`src/rtl/axi_stream_fifo.sv`:
```
// rtl/axi_stream_fifo.sv - First-word-fall-through AXI-stream FIFO with occupancy and almost_full.
// Optional AXIS_FIFO_TLAST_EN adds s_tlast/m_tlast carried alongside each beat.
module axi_stream_fifo #(
    parameter int N          = 4,
    parameter int DATA_WIDTH = 8,
    parameter int DEPTH      = 4,
    parameter int AF_THRESH  = 3
) (
    input  logic                          clk,
    input  logic                          reset,
    input  logic [N*DATA_WIDTH-1:0]       s_tdata,
    input  logic                          s_tvalid,
    output logic                          s_tready,
    output logic [N*DATA_WIDTH-1:0]       m_tdata,
    output logic                          m_tvalid,
    input  logic                          m_tready,
`ifdef AXIS_FIFO_TLAST_EN
    input  logic                          s_tlast,
    output logic                          m_tlast,
`endif
    output logic [$clog2(DEPTH):0]        count,
    output logic                          almost_full
);

    localparam int W  = N * DATA_WIDTH;
    localparam int PW = $clog2(DEPTH);
    localparam int CW = PW + 1;
    localparam logic [CW-1:0] C_DEPTH = CW'(DEPTH);
    localparam logic [CW-1:0] C_AF    = CW'(AF_THRESH);

    logic [W-1:0]    r_mem [DEPTH];
    logic [PW-1:0]   r_rd_ptr;
    logic [PW-1:0]   r_wr_ptr;
    logic [CW-1:0]   r_count;

    logic            w_push;
    logic            w_pop;
    logic            w_ready;
    logic            w_valid;

    // Both handshakes depend only on registered occupancy, so there is no
    // combinational path from m_tready to s_tready.
    assign w_ready = (r_count != C_DEPTH);
    assign w_valid = (r_count != '0);
    assign w_push  = s_tvalid & w_ready;
    assign w_pop   = w_valid & m_tready;

    assign s_tready    = w_ready;
    assign m_tvalid    = w_valid;
    assign m_tdata     = r_mem[r_rd_ptr];
    assign count       = r_count;
    assign almost_full = (r_count >= C_AF);

    always_ff @(posedge clk) begin
        if (reset) begin
            r_rd_ptr <= '0;
            r_wr_ptr <= '0;
            r_count  <= '0;
        end else begin
            if (w_push) begin
                r_wr_ptr <= r_wr_ptr + 1'b1;
            end
            if (w_pop) begin
                r_rd_ptr <= r_rd_ptr + 1'b1;
            end
            case ({w_push, w_pop})
                2'b10:   r_count <= r_count + 1'b1;
                2'b01:   r_count <= r_count - 1'b1;
                default: r_count <= r_count;
            endcase
        end
    end

    // Storage is deliberately not cleared on reset; pointers define validity.
    always_ff @(posedge clk) begin
        if (w_push) begin
            r_mem[r_wr_ptr] <= s_tdata;
        end
    end

`ifdef AXIS_FIFO_TLAST_EN
    logic r_last [DEPTH];

    assign m_tlast = r_last[r_rd_ptr];

    always_ff @(posedge clk) begin
        if (w_push) begin
            r_last[r_wr_ptr] <= s_tlast;
        end
    end
`endif

endmodule

```
`config.mk`:
```
export PLATFORM = sky130hd
export DESIGN_NAME = axi_stream_fifo
export DESIGN_NICKNAME = d
export VERILOG_FILES = /design/src/rtl/axi_stream_fifo.sv
export SDC_FILE = /design/constraint.sdc
export NUM_CORES = 1
export LEC_CHECK = 0
export ABC_AREA = 1
export BUFFER_PORTS_ARGS = -buffer_cell sky130_fd_sc_hd__buf_2
export CAP_MARGIN = 20
export CORE_MARGIN = 10
export CORE_UTILIZATION = 55
export CTS_BUF_LIST = sky130_fd_sc_hd__clkbuf_4 sky130_fd_sc_hd__clkbuf_8 sky130_fd_sc_hd__clkbuf_16
export DETAILED_ROUTE_END_ITERATION = 6
export PLACE_DENSITY = 0.77
export SYNTH_ARGS = -nofsm -noshare
export SYNTH_HDL_FRONTEND = slang
export SYNTH_SLANG_ARGS = --single-unit
export TNS_END_PERCENT = 5
```
`constraint.sdc`:
```
create_clock -name clk -period 2.85 [get_ports clk]
set_input_delay 0.285 -clock clk [delete_from_list [all_inputs] [get_ports clk]]
set_output_delay 0.285 -clock clk [all_outputs]
set_load 0.005 [all_outputs]
```
==> summary by stage <==
Run status
The flow ran to the end, and the final reports show no timing, DRC or antenna violations.

Clock network
The buffer count from post-CTS setup fixing is 0. The depth of the CTS H-tree is 4. The number of buffers inserted during clock tree synthesis is 17. The TritonCTS clock tree is built. After clock tree synthesis, the clock-pin slew on the worst setup and hold paths is 0.05 ns. Clock latency on the worst-skew pair, taken at its later pin, is 0.51 ns. The number of clock sinks is 137.

The root cell of the clock tree is sky130_fd_sc_hd__clkbuf_8. The clock passes through at most 2 buffers.

Global routing
The number of antenna violations at the first check in global routing came to 1. For this run, the total global-route usage over all layers was measured as 0.160. Entering global routing, the biggest net connects 65 pins. The global-route congestion overflow total is 0.

The via count of the first global-routing pass is 3486. The first global-routing pass estimated 17700 um of wire.

Die
The total core area is 0.00928 mm2. The initial utilization of the core area, before any placement, comes to 0.570. The floorplan step defined a die boundary enclosing 0.0139 mm2. For this design the top-level I/O count stands at 74. The row count is 35. The floorplan step set the die width to 118 um. In this run the vertical extent of the chip is 118 um.

STA
The final cycle utilization of the critical path is 0.831. The tightest slew margin relative to the limit is 0.332. The smallest clock period supported by the final layout is computed as 2.37 ns. The final-report max-slew violation count came to 0. Final hold analysis gives a worst-case slack of 0.0329 ns. Setup violations remaining at the end of the flow were counted as 0. At the pin with the least slew margin, the transition time is 0.999 ns. In the final timing run, aggregate negative setup slack is 0 ns. Setup repair after global routing left no endpoint under its margin.

The highest clock frequency the design can meet is 422 MHz. For the final database, setup skew stands at 0.00603 ns. The number of hold violations in the final report is 0.

Synth
After synthesis, the most frequently instantiated cells are sky130_fd_sc_hd__edfxtp_1 (128), sky130_fd_sc_hd__nor2_1 (72), sky130_fd_sc_hd__o21ai_0 (39). The post-synthesis area per instance is 14.0 um2. The flip-flop cell with the highest count after synthesis is sky130_fd_sc_hd__edfxtp_1. Of the post-synthesis cell area, the dominant cell type holds 0.727. The portion of the post-synthesis area used by sequential elements is 0.761. The number of distinct standard cells referenced by the synthesized netlist is 22.

The number of nets in the synthesized netlist is 420. The number of synthesized register bits is 137. Among all cell types in the netlist, the one instantiated most often is sky130_fd_sc_hd__edfxtp_1. In the post-synthesis netlist, the biggest area contributors are sky130_fd_sc_hd__edfxtp_1 (73%), sky130_fd_sc_hd__nor2_1 (5.1%), sky130_fd_sc_hd__o22ai_1 (3.8%).

The count of synthesis-stage warnings from yosys is 0. The number of flops mapped to enable cells by yosys is 128. The synthesized netlist cell count is 378. The combined area of all synthesized cells is 0.00529 mm2.

The biggest area consumer among synthesized cells is sky130_fd_sc_hd__edfxtp_1. The share of flip-flops with an asynchronous set or reset after synthesis is 0.

Drt
In the final routed layout, each cell accounts on average for 17.4 um. Summed over all layers, the routed wires come to 11000 um. The number of nets with antenna violations after detailed routing is 0. The remaining design rule violation count is 0. The routed layout has 3369 vias. The first-pass detailed-route iteration total is 4.

The first routing iteration left 277 violations. Using the TritonRoute via totals, the vias-per-cell ratio works out to 5.35.

Pwr
For this design the total switching power over the nets is 0.00161 W. The combinational power share is 0.199. The power share of the sequential group is 0.413. The clock share of power is 0.387. The maximum resistive drop on vdd is 612 uV. The power consumption is 0.00609 W. Power spread over the standard cell area amounts to 911 mW/mm2. The internal power is 0.00448 W.

The analysis attributes to cell leakage a power of 2.46 nW. The switching share of total power is 0.265.

Job
The max-capacitance violation count is 0.

Setup path
The endpoint type of the worst setup path is an output pin. The buffering stage count on the worst path with inverters included is 2. Data on the critical path is required at its endpoint by 2.57 ns. The startpoint of the worst-slack reg-to-reg timing path is count[0]. The worst setup slack for register-to-register paths is 0.98 ns. The critical path's largest stage delay is 0.68 ns. The number of cells on the worst reg-to-reg path is 4. The capturing point of the worst reg2reg path is r_mem[3][2]. The data arrival time of the worst path is 2.08 ns.

Traced cell by cell, the critical path runs through inv_2 > o21ai_0 > o22ai_1 > buf_2. The worst setup path is launched from a flip-flop. The critical-path maximum fanout is 32. The kind of cell with the highest combined delay on the critical path is flip-flops. The slowest stage of the critical path is the sky130_fd_sc_hd__dfxtp_1 cell. The critical path class is reg -> out.

Placement
The detailed placer's ending HPWL is 6290 um. Input and output buffers added on the ports amount to 73. In this run, placement finished with an instance count of 566. The placer congestion estimate is 0.748.

Layout
The layout overhead on the synthesized area is 26.4%. At the end of the flow, the number of nets in the layout was 530. For this run, the number of standard cells in the final layout without fillers is 630.

The share of the core filled with cells is 0.720. In the final layout, the share of cells above drive strength 1 is 0.238.

Worst hold path
The startpoint identified for the worst hold timing path is s_tdata[0]. The endpoint of the worst hold-timing path is r_mem[1][0]. The tightest min-delay check is of the in -> reg type. The number of stages on the worst hold path is 1.
registers in the layout (all words and copies together), names as in the netlist, named ones only:
register,count
r_rd_ptr,2
r_mem,128
r_wr_ptr,2
count,3
worst max-delay path by stage:
stage,endpoint,slack (ns),depth (start not counted)
after global routing,m_tdata[22],0.31,4
after floorplan,r_mem[0][0],0.43,4
after CTS,m_tdata[22],0.45,4
after global placement,r_mem[3][12],1.01,4
after detailed placement,r_mem[3][12],0.95,4
final,m_tdata[22],0.48,4
repair_timing:
action,in CTS,in global routing
gates resized for setup,0,0
hold buffers,32,0
hold endpoints to repair,128,0
cells in the final DEF, fill, tap and decap left out:
cell,Yosys,routed
sky130_fd_sc_hd__clkinv_2,0,2
sky130_fd_sc_hd__nand2_4,2,2
sky130_fd_sc_hd__inv_8,1,1
sky130_fd_sc_hd__o22ai_1,32,32
sky130_fd_sc_hd__nor2_1,72,68
sky130_fd_sc_hd__buf_2,6,73
sky130_fd_sc_hd__edfxtp_1,128,128
sky130_fd_sc_hd__clkbuf_8,0,1
sky130_fd_sc_hd__ha_1,5,5
sky130_fd_sc_hd__nand3_1,5,5
sky130_fd_sc_hd__buf_4,3,5
sky130_fd_sc_hd__clkbuf_4,0,3
sky130_fd_sc_hd__o21ai_0,39,39
sky130_fd_sc_hd__o21ai_1,28,28
sky130_fd_sc_hd__a21oi_1,5,5
sky130_fd_sc_hd__dfxtp_2,0,1
sky130_fd_sc_hd__dfxtp_1,9,8
sky130_fd_sc_hd__inv_2,1,1
sky130_fd_sc_hd__bufinv_16,0,6
sky130_fd_sc_hd__nor2_2,1,1
sky130_fd_sc_hd__dlygate4sd3_1,0,32
sky130_fd_sc_hd__clkbuf_16,0,16
sky130_fd_sc_hd__diode_2,0,1
sky130_fd_sc_hd__fa_1,1,1
sky130_fd_sc_hd__nor2_4,1,5
sky130_fd_sc_hd__nand2_1,11,11
sky130_fd_sc_hd__clkinv_1,0,3
sky130_fd_sc_hd__inv_1,16,16
sky130_fd_sc_hd__nand2_2,2,2
stage by stage:
step	area [um2]	worst slack [ns]
3_3_place_gp	5730	1.01
2_1_floorplan	5290	0.433
3_5_place_dp	5730	0.954
5_1_grt	6690	0.313
6_report	6690	0.481
4_1_cts	6690	0.449
power groups by stage:
stage	clock network (W)	registers [W]	logic, W
final	0.00236	0.00252	0.00121
after CTS	0.00238	0.00252	0.00124
after global routing	0.00248	0.00254	0.00138
after global placement	0	0.00255	0.00117
after detailed placement	0	0.00255	0.00119
after floorplan	0	0.00250	0.000807
worst register-to-register path: cells and delay by family, from the launching register on:
kind / cells / cell delay (ns)
DFF: 1 / 0.42
and+or+nand+nor: 4 / 1.05
cell families after synthesis:
logic type / count (synthesis) / synth area share
AND/OR/NAND/NOR: 94 / 0.0736
buffers and inverters: 37 / 0.0440
flip-flops: 137 / 0.761
adder cells (fa/ha/maj): 6 / 0.0156
AO/OA/AOI/OAI: 104 / 0.106
final cells by class:
cell class / instances / area [um2]
Clock inverter: 11 / 201
Tap cell: 129 / 161
Sequential cell: 137 / 4030
Clock buffer: 20 / 437
Fill cell: 636 / 2600
Antenna cell: 1 / 2.50
Inverter: 18 / 75.1
Timing Repair Buffer: 110 / 723
Multi-Input combinational cell: 204 / 1060
routing by layer:
layer | global-route usage | vias to the layer above | part of all wire
li1 | - | 1615 | -
met2 | 0.272 | 107 | 0.52
met4 | 0.0734 | 0 | 0.018
met1 | 0.177 | 1632 | 0.40
met5 | 0 | - | 0
met3 | 0.0518 | 15 | 0.058
Note: power is estimated with default switching activity, not from simulation.
